[config.mk]
export PLATFORM = sky130hd
export DESIGN_NAME = ol_sw_rx
export DESIGN_NICKNAME = d
export VERILOG_FILES = /design/src/rtl/ol_sw_rx.sv
export SDC_FILE = /design/constraint.sdc
export NUM_CORES = 1
export LEC_CHECK = 0
export CORE_ASPECT_RATIO = 1.5
export CORE_MARGIN = 2
export CORE_UTILIZATION = 53
export CTS_CLUSTER_DIAMETER = 60
export CTS_CLUSTER_SIZE = 8
export DETAILED_ROUTE_END_ITERATION = 16
export HOLD_SLACK_MARGIN = 0.15
export MAX_ROUTING_LAYER = met4
export PLACE_DENSITY = 0.89
export RECOVER_POWER = 100
export SLEW_MARGIN = 10
export SYNTH_ARGS = -nofsm -noshare
export SYNTH_HDL_FRONTEND = slang
export SYNTH_SLANG_ARGS = --single-unit
export TNS_END_PERCENT = 30
[constraint.sdc]
create_clock -name clk -period 1.9 [get_ports clk]
set_input_delay 0.38 -clock clk [delete_from_list [all_inputs] [get_ports clk]]
set_output_delay 0.38 -clock clk [all_outputs]
set_load 0.01 [all_outputs]
[src/rtl/ol_sw_rx.sv]
// Receive-side link monitor: word classification, lock FSM, peer LIVE and byte-swap detection.
// Define OL_SW_RX_ERRCNT_EN to add the saturating err_cnt output.
module ol_sw_rx #(
    parameter int LOCK_CNT   = 16,
    parameter int UNLOCK_CNT = 4,
    parameter int LIVE_CNT   = 8,
    parameter int ERR_W      = 16
) (
    input  logic             clk,
    input  logic             rst,
    input  logic [15:0]      rx_data,
    input  logic [1:0]       rx_datak,
    output logic             locked,
    output logic             peer_live,
    output logic             byte_swap,
    output logic [15:0]      data_out,
    output logic             data_valid,
    output logic             err_pulse
`ifdef OL_SW_RX_ERRCNT_EN
    ,
    output logic [ERR_W-1:0] err_cnt
`endif
);
    localparam int GW = $clog2(LOCK_CNT + 1);
    localparam int BW = $clog2(UNLOCK_CNT + 1);
    localparam int LW = $clog2(LIVE_CNT + 1);
    localparam logic [GW-1:0] LOCK_V   = GW'(LOCK_CNT);
    localparam logic [BW-1:0] UNLOCK_V = BW'(UNLOCK_CNT);
    localparam logic [LW-1:0] LIVE_V   = LW'(LIVE_CNT);

    typedef enum logic [1:0] {UNLOCKED, HUNT, LOCKED} state_e;
    typedef enum logic [2:0] {C_IDLE, C_LIVE, C_SWAP, C_PAY, C_BAD} cls_e;

    logic [15:0]   d1_q;
    logic [1:0]    k1_q;
    state_e        state_q, state_d;
    logic [GW-1:0] good_q, good_d, swap_q, swap_d;
    logic [BW-1:0] bad_q, bad_d;
    logic [LW-1:0] live_q, live_d;
    logic          locked_q, locked_d, peer_q, peer_d, bswap_q, bswap_d;
    logic [15:0]   dout_q, dout_d;
    logic          dv_q, dv_d, ep_q, ep_d;
    cls_e          cls;
    logic          is_err;

    always_comb begin
        cls = C_BAD;
        if (k1_q == 2'b11 && d1_q == 16'h50BC)      cls = C_IDLE;
        else if (k1_q == 2'b00 && d1_q == 16'h50BC) cls = C_LIVE;
        else if (k1_q == 2'b11 && d1_q == 16'hBC50) cls = C_SWAP;
        else if (k1_q == 2'b00)                     cls = C_PAY;
    end

    assign is_err = (cls == C_BAD) || (cls == C_SWAP);

    always_comb begin
        state_d  = state_q;
        good_d   = good_q;
        swap_d   = swap_q;
        bad_d    = bad_q;
        live_d   = live_q;
        locked_d = locked_q;
        peer_d   = peer_q;
        bswap_d  = bswap_q;
        dout_d   = dout_q;
        dv_d     = 1'b0;
        ep_d     = 1'b0;

        // Swap hunting runs only while unlocked; the lock transition below clears byte_swap.
        if (state_q != LOCKED && cls == C_SWAP) begin
            if (swap_q != LOCK_V) swap_d = swap_q + 1'b1;
            if (swap_q + 1'b1 >= LOCK_V) bswap_d = 1'b1;
        end else begin
            swap_d = '0;
        end

        unique case (state_q)
            UNLOCKED: begin
                good_d = '0;
                if (cls == C_IDLE) begin
                    state_d = HUNT;
                    good_d  = GW'(1);
                end
            end
            HUNT: begin
                if (cls == C_IDLE) begin
                    if (good_q + 1'b1 == LOCK_V) begin
                        state_d  = LOCKED;
                        locked_d = 1'b1;
                        bswap_d  = 1'b0;
                        good_d   = '0;
                    end else begin
                        good_d = good_q + 1'b1;
                    end
                end else begin
                    state_d = UNLOCKED;
                    good_d  = '0;
                end
            end
            LOCKED: begin
                if (is_err) begin
                    ep_d   = 1'b1;
                    live_d = '0;
                    if (bad_q + 1'b1 == UNLOCK_V) begin
                        state_d  = UNLOCKED;
                        locked_d = 1'b0;
                        peer_d   = 1'b0;
                        bad_d    = '0;
                    end else begin
                        bad_d = bad_q + 1'b1;
                    end
                end else begin
                    bad_d = '0;
                    if (cls == C_IDLE) begin
                        live_d = '0;
                        peer_d = 1'b0;
                    end else if (cls == C_LIVE) begin
                        if (live_q != LIVE_V) live_d = live_q + 1'b1;
                        if (live_q + 1'b1 >= LIVE_V) peer_d = 1'b1;
                    end else if (peer_q) begin
                        dout_d = d1_q;
                        dv_d   = 1'b1;
                    end
                end
            end
            default: state_d = UNLOCKED;
        endcase
    end

    always_ff @(posedge clk or posedge rst) begin
        if (rst) begin
            d1_q     <= '0;
            k1_q     <= '0;
            state_q  <= UNLOCKED;
            good_q   <= '0;
            swap_q   <= '0;
            bad_q    <= '0;
            live_q   <= '0;
            locked_q <= 1'b0;
            peer_q   <= 1'b0;
            bswap_q  <= 1'b0;
            dout_q   <= '0;
            dv_q     <= 1'b0;
            ep_q     <= 1'b0;
        end else begin
            d1_q     <= rx_data;
            k1_q     <= rx_datak;
            state_q  <= state_d;
            good_q   <= good_d;
            swap_q   <= swap_d;
            bad_q    <= bad_d;
            live_q   <= live_d;
            locked_q <= locked_d;
            peer_q   <= peer_d;
            bswap_q  <= bswap_d;
            dout_q   <= dout_d;
            dv_q     <= dv_d;
            ep_q     <= ep_d;
        end
    end

`ifdef OL_SW_RX_ERRCNT_EN
    logic [ERR_W-1:0] ec_q;

    always_ff @(posedge clk or posedge rst) begin
        if (rst) ec_q <= '0;
        else if (ep_d && ec_q != '1) ec_q <= ec_q + 1'b1;
    end

    assign err_cnt = ec_q;
`endif

    assign locked     = locked_q;
    assign peer_live  = peer_q;
    assign byte_swap  = bswap_q;
    assign data_out   = dout_q;
    assign data_valid = dv_q;
    assign err_pulse  = ep_q;
endmodule

### After elaboration in Yosys (flattened, before gate mapping)

Index checks and enable logic that the tools add are counted.

* logic and storage cells: 104
* output and inout bits: 21
* flip-flop bits (word level): 58
* input bits: 20

* equality and inequality tests: 21
* reductions and logical operators: 18
* bitwise gates (word level): 3
* $lt $le $gt $ge: 2
* multiplexer cells: 43
* add/subtract/negate cells: 4

Operators with widths (number)
* $mux W1: 21
* $mux W5: 4
* $mux W3: 6
* $eq A16 B15 Y1 const B: 1
* $eq A16 B16 Y1 const B: 1
* $mux W4: 4
* $ne A2 B2 Y1 const B: 6
* $add A5 B1 Y5 const B: 2
* $mux W2: 5
* $pmux W5 S2: 1
* $reduce_and A5 Y1: 2
* $reduce_bool A3 Y1: 3
* $reduce_and A4 Y1: 2
* $eq A3 B3 Y1 const B: 2
* $pmux W2 S3: 1
* $eq A5 B5 Y1 const B: 1
* $ge A5 B5 Y1 const B: 1
* $ne A5 B5 Y1 const B: 1
* $add A4 B1 Y4 const B: 1
* $eq A2 B2 Y1 const B: 2
* $ge A4 B4 Y1 const B: 1
* $logic_and A1 B1 Y1: 4
* $logic_not A2 Y1: 2
* $ne A2 B1 Y1 const B: 2
* 12 further kinds: 15

### Logic depth before layout (Yosys ltp)

Gate-level depths: netlist (run 1).

* depth after elaboration: 11
* depth in mapped cells: 6
* mapped depth without buffers: 6

### Worst setup path after synthesis (run 1)

No wires, ideal clock.

* path kind: flip-flop to flip-flop
* start point: register k1_q[1]
* end point: register dout_q[0], in the netlist data_out[0]
* setup time: 0.125 ns
* path slack: 0.257 ns
* buffers on the path: 2
* required time: 1.775 ns
* arrival time: 1.518 ns
* period minus slack after synthesis: 1.643 ns
* stages on the path, launching flop included: 7
* path through: dfrtp_1 > or2_1 > nor2_1 > and3_1 > buf_6 > buf_6 > mux2_4

* longest elaborated chain between the ends: 9
* elaborated cells on any way between the ends: 18
* those cells by class: eq/ne: 4; mux: 4; bitwise: 3; reduce/logical: 7

Ends and longest elaborated chain
* from (decl): RTL line 35 `logic [1:0] k1_q;`
* from (signal assigned): RTL line 147 `k1_q <= rx_datak;`
* $logic_not A2 Y1 or $eq A2 B2 Y1 (tied branches)
* $mux W3 or $logic_and A1 B1 Y1 (tied branches): RTL line 51, 50
* $mux W3: RTL line 50 `else if (k1_q == 2'b11 && d1_q == 16'hBC50) cls = C_SWAP;`
* $mux W3: RTL line 49 `else if (k1_q == 2'b00 && d1_q == 16'h50BC) cls = C_LIVE;`
* $mux W3 (*): RTL line 48 `if (k1_q == 2'b11 && d1_q == 16'h50BC) cls = C_IDLE;`
* $eq A3 B3 Y1 or $eq A3 B2 Y1 (tied branches): RTL line 54 `assign is_err = (cls == C_BAD) || (cls == C_SWAP);`
* $logic_or A1 B1 Y1: RTL line 54
* $not A1 Y1 (no source line)
* $reduce_and A5 Y1 (no source line) (*)
* to (signal assigned): RTL line 156 `dout_q <= dout_d;`
* to (decl): RTL line 41 `logic [15:0] dout_q, dout_d;`

Every way passes the cells marked *; elsewhere a longest branch is shown, timed or not.
A chain may end at the register's enable or synchronous reset.

### Worst setup path after layout (run 1)

* start point: register d1_q[10]
* end point: register live_q[3]

* longest elaborated chain between the ends: 9
* elaborated cells on any way between the ends: 18
* those cells by class: eq/ne: 5; mux: 5; reduce/logical: 8

Ends and longest elaborated chain
* from (decl): RTL line 34 `logic [15:0] d1_q;`
* from (signal assigned): RTL line 146 `d1_q <= rx_data;`
* $eq A16 B16 Y1: RTL line 50
* $logic_and A1 B1 Y1: RTL line 50
* $mux W3: RTL line 50
* $mux W3: RTL line 49
* $mux W3 (*): RTL line 48
* $eq A3 B3 Y1 or $eq A3 B2 Y1 (tied branches): RTL line 54
* $logic_or A1 B1 Y1: RTL line 54
* $reduce_bool A3 Y1 (no source line)
* $reduce_and A3 Y1 (no source line)
* to (signal assigned): RTL line 152 `live_q <= live_d;`
* to (decl): RTL line 39 `logic [LW-1:0] live_q, live_d;`

Marked as above.

==> impl_metrics.yaml, run 1 <==
cts:
  post_cts_resized: 0
  number_of_levels_the_h_tree_was_split_into: 3
  tritoncts.num_buffers: 9
  clock-sinks: 58
  tritoncts: "built"
  hold_bufs_at_cts: 0
  root_buffer: "sky130_fd_sc_hd__clkbuf_8"
  clockBufferDepth: 2
  worst_skew_pair.late_latency_ps: 340
  clk_transition_reported_paths_ps: 60
setup_path:
  crit_path_start_kind: "register"
  critPathRequiredTime_ps: 2120
  arrival_time_worst_endpoint_ps: 2070
  rrSetupSlack_ps: 40
  slowest_delay_ps: 400
  crit_path_cell_trace: "nor4b_2 -> nand4_1 -> clkbuf_1 -> buf_4 -> o311ai_0 -> nand2_1"
  timing.critical_path.buf_inv: 2
  crit_family: "simple AND/OR/NAND/NOR gates"
  cp_max_fo: 6
  crit_path_top_delay_cell: "sky130_fd_sc_hd__dfrtp_1"
  path_class: "register to register"
  kind_of_capture_point_of_the_worst_setup_path: "register"
floorplan:
  boundaryPins: 41
  die_width_um: 60.2
  floorplan.initialDensity_pct: 55.4
  fp.dieH_um: 88.4
  placement_rows: 30
  core_area_mm2: 0.00454
  die-area_mm2: 0.00532
synthesis:
  netlist_instances: 207
  share_of_cell_area_taken_by_muxes_after_synthesis_pct: 9.35
  yosysTopAreaCell: "sky130_fd_sc_hd__dfrtp_1"
  share_of_the_yosys_chip_area_belonging_to_registers_pct: 57.7
  synth-simple-area-share_pct: 17.0
  synth.top_cells.by_area: "sky130_fd_sc_hd__dfrtp_1, sky130_fd_sc_hd__mux2_4, sky130_fd_sc_hd__ha_1, sky130_fd_sc_hd__mux2_1, sky130_fd_sc_hd__nand2_1"
  synth_cell_type_count: 45
  yosys_register_bits: 58
  post-synth-top-area-fraction_pct: 57.7
  xor_and_xnor_fraction_of_the_mapped_netlist_area_pct: 2.09
  syn-cell-area_mm2: 0.00251
  syn_nets: 234
  syn_area_per_cell_um2: 12.1
  synth_adder_area_share_pct: 3.48
  dominant_combinational_cell_family_by_area_after_synthesis: "simple AND/OR/NAND/NOR gates"
  synth-compound-area-share_pct: 7.61
  synth.yosys.warnings: 0
final_layout:
  area_delta_synth_final_pct: 27.8
  multi_input_comb_area_um2: 967
  post_route_cells_drive_above_1_share_pct: 10.5
  register_area_mm2: 0.00145
  fin_nets: 288
  fill_cell_total_of_the_finished_layout: 309
  insertedDiodeCount: 0
power_and_ir_drop:
  power_leakage_nw: 1.51
  power_density_mw_per_mm2: 806
  ir_drop_v: 0.000730
  report.power.total_mw: 2.59
global_route:
  grt_pass1_vias: 1929
  grt_start_max_net_pins: 23
  grt_util_all_layers_pct: 25.0
  first_pass_grt_wire_length_um: 9160
  grt_antenna_before_repair: 0
  grt_overflow: 0
sta:
  layout_worst_path_cycle_share_pct: 97.7
  final_max_slew_viol_count: 0
  rsz_0062_raised_after_global_routing: "no"
  max_slew.worst_pin.slew_ps: 718
  relSlewSlack_pct: 52.1
  timing.fmax_ghz: 0.539
  post-route-worst-setup-slack_ps: 43.3
  report.final.hold_viol_count: 0
  setup-tns-final_ps: 0
  fin_skew_ps: 5.97
  timing.final.crit_period_ps: 1860
  timing.final.setup_violations: 0
detailed_routing:
  vias: 1855
  drtIter0Drc: 83
  route.detailed.vias_per_inst: 5.62
  routed_wire_length_per_instance_um: 17.2
  detail_route.drc_violations: 0
  drt_pre_antenna_iters: 4
  finalWirelength_um: 5690
  detail-route-antenna-nets: 0
place:
  detailed_place_hpwl_um: 3880
  gp_routability_congestion: 0.815
  port_buffer_count: 40
  preCtsSetupSlack_ps: 142
outcome:
  outcome: "completed"
min_path:
  hp-class: "register to register"
flow_run:
  cap_viol_max_count: 0
==> Yosys cell counts (all sizes together) <==
library cell	number
nor4	3
a31oi	2
a22oi	1
xnor2	4
xor2	2
nand2b	6
and4b	1
ha	7
clkbuf	2
and3	2
o311ai	3
nor4b	2
o31ai	4
o21a	1
o21ai	8
or3	1
nor3	7
a32oi	2
nor3b	1
buf	4
and3b	1
nor2b	3
inv	8
a32o	1
nand4	4
dfrtp	58
mux2i	1
a21oi	1
o211ai	1
nor2	12
mux2	17
and4bb	3
nand2	17
or2	1
and2	1
o32ai	1
o2111ai	1
o32a	1
nand3	11
and4	1
==> kinds of logic after synthesis <==
logic type,after synthesis
AND/OR/NAND/NOR,77
XOR/XNOR,6
flip-flops,58
AO/OA/AOI/OAI,27
multiplexers,18
adder cells (fa/ha/maj),7
buffers and inverters,14
==> per-stage QoR <==
| step | instance area [µm²] | std cells | util (%) | hold slack [ps] |
|---|---|---|---|---|
| final | 3210 | 330 | 70.7 | 491 |
| after global routing | 3210 | 330 | 70.7 | 502 |
| after CTS | 3270 | 329 | 72.0 | 386 |
| after detailed placement | 3050 | 313 | 67.2 | 490 |
| after global placement | 3050 | 313 | 67.2 | 473 |
| after floorplan | 2510 | 207 | - | 411 |
==> routing by layer <==
layer / track usage [%] / vias to the layer above / routed length, µm
met3: 5.41 / 21 / 204
met1: 28.4 / 924 / 2230
met4: 14.5 / 0 / 197
met2: 40.0 / 53 / 3060
met5: - / - / 0
li1: - / 857 / -
==> cell type report <==
| class | count | share of cell area (%) |
|---|---|---|
| Sequential cell | 58 | 45.2 |
| Multi-Input combinational cell | 135 | 30.1 |
| Clock buffer | 11 | 4.40 |
| Clock inverter | 5 | 2.41 |
| Timing Repair Buffer | 49 | 14.5 |
| Tap cell | 64 | 2.49 |
| Inverter | 8 | 0.935 |
==> cells in the final DEF, fill, tap and decap left out, drive strengths merged, types with 6 or more instances in the layout <==
cell | netlist | routed
nor3 | 7 | 7
o21ai | 8 | 8
nor2 | 12 | 12
dfrtp | 58 | 58
clkbuf | 2 | 16
inv | 8 | 8
nand2b | 6 | 6
mux2 | 17 | 17
nand3 | 11 | 11
nand2 | 17 | 17
ha | 7 | 7
dlygate4sd3 | 0 | 40
==> power by group <==
part	internal [mW]	switching [mW]
clock network	0.769	0.478
registers	1.25	0.0166
logic	0.0342	0.0382
total	2.06	0.532
==> sequential cells by signal, indices dropped and copies added, names as in the netlist <==
| name | flops |
|---|---|
| bad_q | 3 |
| byte_swap | 1 |
| d1_q | 16 |
| data_out | 16 |
| data_valid | 1 |
| err_pulse | 1 |
| good_q | 5 |
| k1_q | 2 |
| live_q | 4 |
| locked | 1 |
| peer_live | 1 |
| state_q | 2 |
| swap_q | 5 |
==> path summary, 6_finish.rpt <==
kind	start	cells after the start	endpoint
min in group asynchronous	rst	2	swap_q[4]$_DFFE_PP0P_
max in group asynchronous	rst	3	data_out[5]$_DFFE_PP0P_
worst min register to register	data_out[1]$_DFFE_PP0P_	1	data_out[1]$_DFFE_PP0P_
worst max-delay path	d1_q[10]$_DFF_PP0_	6	live_q[3]$_DFFE_PP0P_
worst max register to register	d1_q[10]$_DFF_PP0_	6	live_q[3]$_DFFE_PP0P_
worst min-delay path	data_out[1]$_DFFE_PP0P_	1	data_out[1]$_DFFE_PP0P_
==> repair_timing <==
action / in CTS / in global routing
endpoints found under the setup margin: 0 / 6
endpoints found under the hold margin: 0 / 0
buffers inserted: 0 / 1
(Power assumes the default switching activity.)
==> run 2, diff against run 1 <==
--- a/config.mk
+++ b/config.mk
@@ -11,6 +11,7 @@
 export CTS_CLUSTER_DIAMETER = 60
 export CTS_CLUSTER_SIZE = 8
 export DETAILED_ROUTE_END_ITERATION = 16
+export GPL_ROUTABILITY_DRIVEN = 1
 export HOLD_SLACK_MARGIN = 0.15
 export MAX_ROUTING_LAYER = met4
 export PLACE_DENSITY = 0.89
==> results of run 2 <==
Final layout, timing and power as in run 1 (identical DEF).
